File: src/rtl/tsc_mem_pkg.sv
// Shared types and constants for the TSC memory responder: FSM states,
// operation encoding and the boot program image reloaded on every reset.
package tsc_mem_pkg;

  localparam int DEFAULT_WORD_SIZE   = 16;
  localparam int DEFAULT_MEMORY_SIZE = 32;
  localparam int unsigned BOOT_LEN   = 28;

  typedef enum logic [1:0] {
    IDLE = 2'd0,
    WAIT = 2'd1,
    RESP = 2'd2
  } state_e;

  typedef enum logic {
    OP_READ  = 1'b0,
    OP_WRITE = 1'b1
  } op_e;

  localparam logic [15:0] BOOT_IMAGE [BOOT_LEN] = '{
    16'h6000, 16'h6101, 16'h6202, 16'h6303, 16'hf01c, 16'hf41c, 16'hf81c, 16'hfc1c,
    16'h4204, 16'h47fc, 16'hf81c, 16'hfc1c, 16'hf6c0, 16'hf180, 16'hf81c, 16'hfc1c,
    16'h9015, 16'hf01c, 16'hf180, 16'hf180, 16'hf180, 16'h6000, 16'h4000, 16'hfd80,
    16'hf01c, 16'hf41c, 16'hf81c, 16'hfc1c
  };

  // Words past the end of the image reload as zero.
  function automatic logic [15:0] boot_word(input int unsigned idx);
    logic [15:0] w;
    w = '0;
    if (idx < BOOT_LEN) w = BOOT_IMAGE[idx[4:0]];
    return w;
  endfunction

endpackage

File: src/rtl/mem_latency_counter.sv
// Down-counter pacing the access latency; done flags the last wait cycle.
module mem_latency_counter #(
  parameter int WIDTH = 4
) (
  input  logic             clk,
  input  logic             reset,
  input  logic             load,
  input  logic [WIDTH-1:0] load_value,
  input  logic             dec,
  output logic             done
);

  logic [WIDTH-1:0] count;

  always_ff @(posedge clk) begin
    if (reset) begin
      count <= '0;
    end else if (load) begin
      count <= load_value;
    end else if (dec && (count != '0)) begin
      count <= count - 1'b1;
    end
  end

  assign done = (count == WIDTH'(1));

endmodule

File: src/rtl/tsc_memory_responder.sv
// Request/acknowledge memory responder with fixed access latency and a boot
// image that is reloaded on every reset.
//  state | meaning
//  IDLE  | waiting for readM/writeM; request latched on acceptance
//  WAIT  | latency counting down, request inputs ignored
//  RESP  | one-cycle inputReady (read) or ackOutput (write) pulse
module tsc_memory_responder
  import tsc_mem_pkg::*;
#(
  parameter int WORD_SIZE   = DEFAULT_WORD_SIZE,
  parameter int MEMORY_SIZE = DEFAULT_MEMORY_SIZE,
  parameter int LATENCY     = 2
) (
  input  logic                 clk,
  input  logic                 reset_cpu,
  input  logic                 readM,
  input  logic                 writeM,
  input  logic [WORD_SIZE-1:0] address,
  input  logic [WORD_SIZE-1:0] data_in,
  output logic [WORD_SIZE-1:0] data_out,
  output logic                 inputReady,
  output logic                 ackOutput,
  output logic                 busy
);

  localparam int AW    = $clog2(MEMORY_SIZE);
  localparam int CNT_W = 4;

  state_e state, state_nx;

  logic [WORD_SIZE-1:0] mem [MEMORY_SIZE];

  logic [AW-1:0]        addr_q;
  logic [WORD_SIZE-1:0] data_q;
  op_e                  op_q;
  logic                 in_range_q;
  logic [WORD_SIZE-1:0] data_hold;
  logic [WORD_SIZE-1:0] rdata;

  logic accept;
  logic cnt_load;
  logic cnt_dec;
  logic cnt_done;
  logic resp_read;
  logic resp_write;

  mem_latency_counter #(
    .WIDTH(CNT_W)
  ) u_counter (
    .clk       (clk),
    .reset     (reset_cpu),
    .load      (cnt_load),
    .load_value(CNT_W'(LATENCY - 1)),
    .dec       (cnt_dec),
    .done      (cnt_done)
  );

  always_ff @(posedge clk) begin
    if (reset_cpu) begin
      state <= IDLE;
    end else begin
      state <= state_nx;
    end
  end

  always_comb begin
    state_nx = state;
    accept   = 1'b0;
    cnt_load = 1'b0;
    cnt_dec  = 1'b0;
    case (state)
      IDLE: begin
        if (readM || writeM) begin
          accept   = 1'b1;
          cnt_load = 1'b1;
          state_nx = (LATENCY == 1) ? RESP : WAIT;
        end
      end
      WAIT: begin
        cnt_dec = 1'b1;
        if (cnt_done) state_nx = RESP;
      end
      RESP: begin
        state_nx = IDLE;
      end
      default: begin
        state_nx = IDLE;
      end
    endcase
  end

  // Read wins when both requests are high; the range check is captured here so
  // out-of-range addresses never reach the array index.
  always_ff @(posedge clk) begin
    if (accept) begin
      addr_q     <= address[AW-1:0];
      data_q     <= data_in;
      op_q       <= readM ? OP_READ : OP_WRITE;
      in_range_q <= (address < WORD_SIZE'(MEMORY_SIZE));
    end
  end

  assign resp_read  = (state == RESP) && (op_q == OP_READ);
  assign resp_write = (state == RESP) && (op_q == OP_WRITE);

  assign rdata = in_range_q ? mem[addr_q] : '0;

  always_ff @(posedge clk) begin
    if (reset_cpu) begin
      for (int i = 0; i < MEMORY_SIZE; i++) begin
        mem[i] <= WORD_SIZE'(boot_word(i));
      end
    end else if (resp_write && in_range_q) begin
      mem[addr_q] <= data_q;
    end
  end

  always_ff @(posedge clk) begin
    if (reset_cpu) begin
      data_hold <= '0;
    end else if (resp_read) begin
      data_hold <= rdata;
    end
  end

  assign data_out   = resp_read ? rdata : data_hold;
  assign inputReady = resp_read;
  assign ackOutput  = resp_write;
  assign busy       = (state != IDLE);

endmodule

File: config.mk
export PLATFORM = sky130hd
export DESIGN_NAME = tsc_memory_responder
export DESIGN_NICKNAME = d
export VERILOG_FILES = /design/src/rtl/tsc_mem_pkg.sv /design/src/rtl/mem_latency_counter.sv /design/src/rtl/tsc_memory_responder.sv
export SDC_FILE = /design/constraint.sdc
export NUM_CORES = 1
export LEC_CHECK = 0
export ABC_AREA = 1
export CORE_MARGIN = 1
export CORE_UTILIZATION = 48
export CTS_BUF_LIST = sky130_fd_sc_hd__clkbuf_8 sky130_fd_sc_hd__clkbuf_16
export DETAILED_ROUTE_END_ITERATION = 10
export HOLD_SLACK_MARGIN = 0.12
export PLACE_DENSITY = 0.66
export SLEW_MARGIN = 20
export SYNTH_ARGS = -nofsm -noshare
export SYNTH_HDL_FRONTEND = slang
export SYNTH_SLANG_ARGS = --single-unit
export TNS_END_PERCENT = 100
File: constraint.sdc
create_clock -name clk -period 4.73 [get_ports clk]
set_input_delay 1.1825 -clock clk [delete_from_list [all_inputs] [get_ports clk]]
set_output_delay 1.1825 -clock clk [all_outputs]
set_load 0.02 [all_outputs]
# --- After elaboration in Yosys (flattened, before gate mapping) ---
# Memory sizes are Yosys's and may differ from the RTL's. A register that Yosys moved wholly into a read port is not among the register bits.
# Index checks and enable logic that the tools add are counted.
# Widths: inputs -> output; s select.
totals:
  output_inout_bits: 19
  ff_bits: 45
  inputBits: 36
  n_memories: 1
  wordCells: 64
  ram_bits: 512
classes:
  eq_ne: 5
  add_sub_neg: 1
  magnitude_cmp: 1
  bitwise: 1
  n_mux: 35
  reduce_logical: 12
memory_table:
  columns: ["memory", "words", "width", "read_ports", "rd_clocked_by_memory_dff", "write_ports", "line", "text"]
  rows:
  - ["mem", 32, 16, 1, 1, 32, "tsc_memory_responder.sv:31", "logic [WORD_SIZE-1:0] mem [MEMORY_SIZE];"]
op_table:
  columns: ["cell", "count"]
  rows:
  - ["$mux 16", 18]
  - ["$lt 16x6->1 const B", 1]
  - ["$reduce_or 16->1", 1]
  - ["$mux 1", 12]
  - ["$mux 5", 2]
  - ["$eq 4x1->1 const B", 1]
  - ["$logic_and 1x1->1", 4]
  - ["$mux 2", 2]
  - ["$ne 2x2->1 const B", 2]
  - ["$pmux 2 s2", 1]
  - ["$reduce_bool 2->1", 2]
  - ["$reduce_bool 4->1", 1]
  - ["$sub 4x1->4 const B", 1]
  - ["$eq 2x1->1 const B", 1]
  - ["$eq 2x2->1 const B", 1]
  - ["$logic_not 2->1", 1]
  - ["$reduce_and 2->1", 1]
  - ["$reduce_or 2->1", 1]
  - ["$logic_or 1x1->1", 1]
  - ["$not 1->1", 1]

# --- Logic depth before layout (Yosys ltp) ---
depth:
  depth_word: 8
  ltp_mapped: 12
  depth_no_buf: 9

# --- Modules after synthesis ---
# A second synthesis with hierarchy kept.
unflattened:
  cells_unflattened: 2592
  area_unflattened_um2: 25024.0
modules_own_cells:
  columns: ["mod", "instances", "seq_area_each_um2", "cells_per_inst", "area_per_inst_um2"]
  rows:
  - ["tsc_memory_responder", 1, 16525.8, 2551, 24727.5]
  - ["mem_latency_counter", 1, 80.1, 41, 296.5]

# --- Worst setup path before layout ---
# OpenSTA, ideal clock, no wires.
synth_timing:
  kind: "register -> output"
  startpoint: "reg op_q"
  endpoint: "out data_out[10]"
  setup_slack_ps: 1629
  path_stages_with_launch: 7
  path_buffers: 1
  arrival_ps: 1919
  required_time_ps: 3548
  path_cell_list: "edfxtp_1 > nor3_1 > inv_2 > nor2_1 > buf_2 > nand3_1 > nand2_1"
synth_between:
  elab_chain_cells: 3
synth_rtl:
  columns: ["element", "line", "text"]
  rows:
  - ["start, declared", "tsc_memory_responder.sv:35", "op_e op_q;"]
  - ["start signal, assigned", "tsc_memory_responder.sv:98", "op_q <= readM ? OP_READ : OP_WRITE;"]
  - ["$not 1->1", "tsc_memory_responder.sv:103", "assign resp_read = (state == RESP) && (op_q == OP_READ);"]
  - ["$logic_and 1x1->1", "tsc_memory_responder.sv:103", null]
  - ["net inputReady", "tsc_memory_responder.sv:21", "output logic inputReady,"]
  - ["$mux 16", null, null]
  - ["end, declared", "tsc_memory_responder.sv:20", "output logic [WORD_SIZE-1:0] data_out,"]
# The timed path passes the listed nets, and every way through them passes these cells.

==> results.txt <==
Initial DRC Count -> 2,144
Simple-Gate Fraction of Synth Area -> 28.5%
Synth async-reset ratio -> 0%
post-CTS setup buffers -> 0
CTS root buffer -> clkbuf_16
Synth Area in XOR/XNOR -> 0%
register area -> 0.0166 mm2
Max Freq -> 217 MHz
fin crit share -> 97.4%
height of the die -> 230 um
Final Net Count -> 2,624
Crit Path Class -> flop to output port
Die X -> 230 um
drc violations -> 0
Worst-Skew Late Latency -> 0.62 ns
number of flops mapped to enable cells by yosys -> 535
CTS Buf Count -> 58
Yosys top cell by area -> edfxtp_1
YS warnings -> 0
antenna viol nets, final -> 0
Arr. time, crit path -> 3.42 ns
CTS tree -> built
share of the synthesized area in the top cell type -> 64.7%
mux cell area share after synthesis -> 0%
status -> completed
vias in the first global route -> 18,143
Worst-path clk slew -> 0.06 ns
ratio of cells with drive above 1 in the final layout -> 7.21%
Rows -> 83
Synth Flop Type -> edfxtp_1
Leak -> 10.7 nW
GRT Util Overall -> 27.0%
Synth Area in Adders -> 0.101%
Critical Path End Type -> output port
Pre-antenna DRT Iters -> 5
Starting Density -> 48.5%
hold crit path type -> flop to flop
first-pass GRT wire length -> 107,000 um
Max clock buf depth -> 3
Synthesized Nets -> 2,613
initial antenna violation count -> 0
Netlist cell types -> 21
Diodes inserted -> 0
filler instances -> 4,416
worst slew pin tran -> 0.965 ns
Multi-input gate area -> 0.00725 mm2
most numerous cell in the Yosys netlist -> nand2_1
Max-cap violations -> 0
GRT Residual Overflow -> 0
clk_skew -> 0.0201 ns
Syn-to-layout area delta -> 13.5%
final setup vio count -> 0
CP Max Fanout -> 157
area of the core -> 0.0512 mm2
per-cell routed wire length -> 21.4 um
Final Hold Vio Count -> 0
hpwl dp -> 42,800 um
Setup TNS Final -> 0 ns
dpl ws -> 0.723 ns
Final Power -> 12.3 mW
startpoint types -> flop
Seq/Total Area, Yosys -> 66.8%
ranking of synthesized cells by area -> edfxtp_1 (65%), nand2_1 (14%), nand3_1 (8.8%), nor2_1 (5.3%), dfxtp_1 (2.2%)
setup slack after layout -> 0.123 ns
number of buffers added on ports -> 54
pin count of the biggest net entering global routing -> 158
relative slew slack -> 35.2%
htree depth -> 2
unrepaired setup endpoints after global routing -> no
Vias per Instance -> 5.65
I/O pin count -> 55
largest family of logic cells by synthesized area -> simple AND/OR/NAND/NOR gates
PwrDens -> 436 mW/mm2
complex-gate fraction of the synthesized area -> 0.599%
Max Slew Vio Count -> 0
FF+latch count, synth -> 562
Worst VDD drop -> 317 uV
gpl congestion -> 0.886
Avg Cell Area, Syn -> 9.65 um2
die area -> 0.0527 mm2
final WL -> 70,900 um
Synth Instances -> 2,575
via count -> 18,737
post-layout min period -> 4.61 ns
clk sinks -> 562
most frequent cells after synthesis -> nand2_1 (914), edfxtp_1 (535), nand3_1 (436), nor2_1 (351), clkbuf_1 (141)
Mapped Area -> 0.0248 mm2
fin util -> 55.1%
Worst EP required -> 3.55 ns
worst paths after layout:
| kind | start | to | slack, ns | depth (start not counted) |
|---|---|---|---|---|
| setup / recovery | flop | data_out[2] | 0.12 | 10 |
| hold / removal | data_hold[12] | data_hold[12] | 0.47 | 2 |
| setup reg to reg | state[1] | mem[10][14] | 1.79 | 9 |
| hold reg to reg | data_hold[12] | data_hold[12] | 0.47 | 2 |
state kept, by name, summed over array words and instances (netlist names), named ones only:
name             flops
addr_q               5
u_counter.count      4
data_q              16
in_range_q           1
data_hold           16
state                2
op_q                 1
mem                512
layout by cell type (no fill, tap or decap), drive strengths merged:
| cell type | synthesis | final |
|---|---|---|
| edfxtp | 535 | 535 |
| inv | 73 | 89 |
| clkinv | 4 | 25 |
| clkbuf | 141 | 61 |
| bufinv | 0 | 10 |
| nor4 | 3 | 3 |
| o21ai | 8 | 8 |
| a211oi | 1 | 1 |
| nand3 | 436 | 436 |
| a31oi | 1 | 1 |
| ha | 2 | 2 |
| nor3b | 1 | 1 |
| clkdlybuf4s50 | 0 | 54 |
| a21oi | 19 | 19 |
| nor2 | 358 | 358 |
| dfxtp | 27 | 27 |
| nor3 | 12 | 12 |
| nand2 | 914 | 914 |
| buf | 40 | 78 |
final cells by class:
type	instances	area share (%)
sequential	562	58.9
inverter	77	1.08
tap	680	3.02
timing repair buffer	132	4.30
clock inverter	47	1.64
clock buffer	61	5.33
multi-input combinational	1755	25.7
power by group:
| group | switching, mW | internal, mW |
|---|---|---|
| Combinational | 1.45 | 0.479 |
| Sequential | 0.0563 | 5.57 |
| Clock | 1.93 | 2.83 |
critical path, cell delays in order, from the launching register on:
cell and delay, ns:
dfxtp_4 0.41, buf_12 0.47, nand2_1 0.12, nand3_1 0.14, nand3_1 0.09, nand2_1 0.13, nand2_1 0.06, nand3_1 0.26
nand3_1 0.21, nand2_1 0.11, clkdlybuf4s50_1 0.60
timing repair:
action / 4_1_cts / 5_1_grt
endpoints found under the setup margin: 0 / 8
resized for setup: 0 / 1
endpoints found under the hold margin: 0 / 0
hold buffers: 0 / 0
per-layer routing:
metal	routed length, um	vias to the layer above	global-route usage (%)
met5	0	-	0
met3	6510	162	3.90
li1	-	8602	-
met2	33400	946	43.3
met1	27900	9027	36.2
met4	3180	0	13.1
cell families after synthesis:
kind of cell    after synthesis
simple gates               1724
flops                       562
buf+inv                     258
compound gates               29
fa+ha+maj                     2
per-stage QoR:
step | hold WS, ns | instance area, um2 | instances
finish | 0.472 | 28200 | 3314
global route | 0.496 | 28200 | 3314
CTS | 0.474 | 28200 | 3314
detailed placement | 0.464 | 26200 | 3206
global placement | 0.461 | 26200 | 3206
floorplan | 0.453 | 24800 | 2575
No activity file was read; power rests on OpenSTA's default activity.
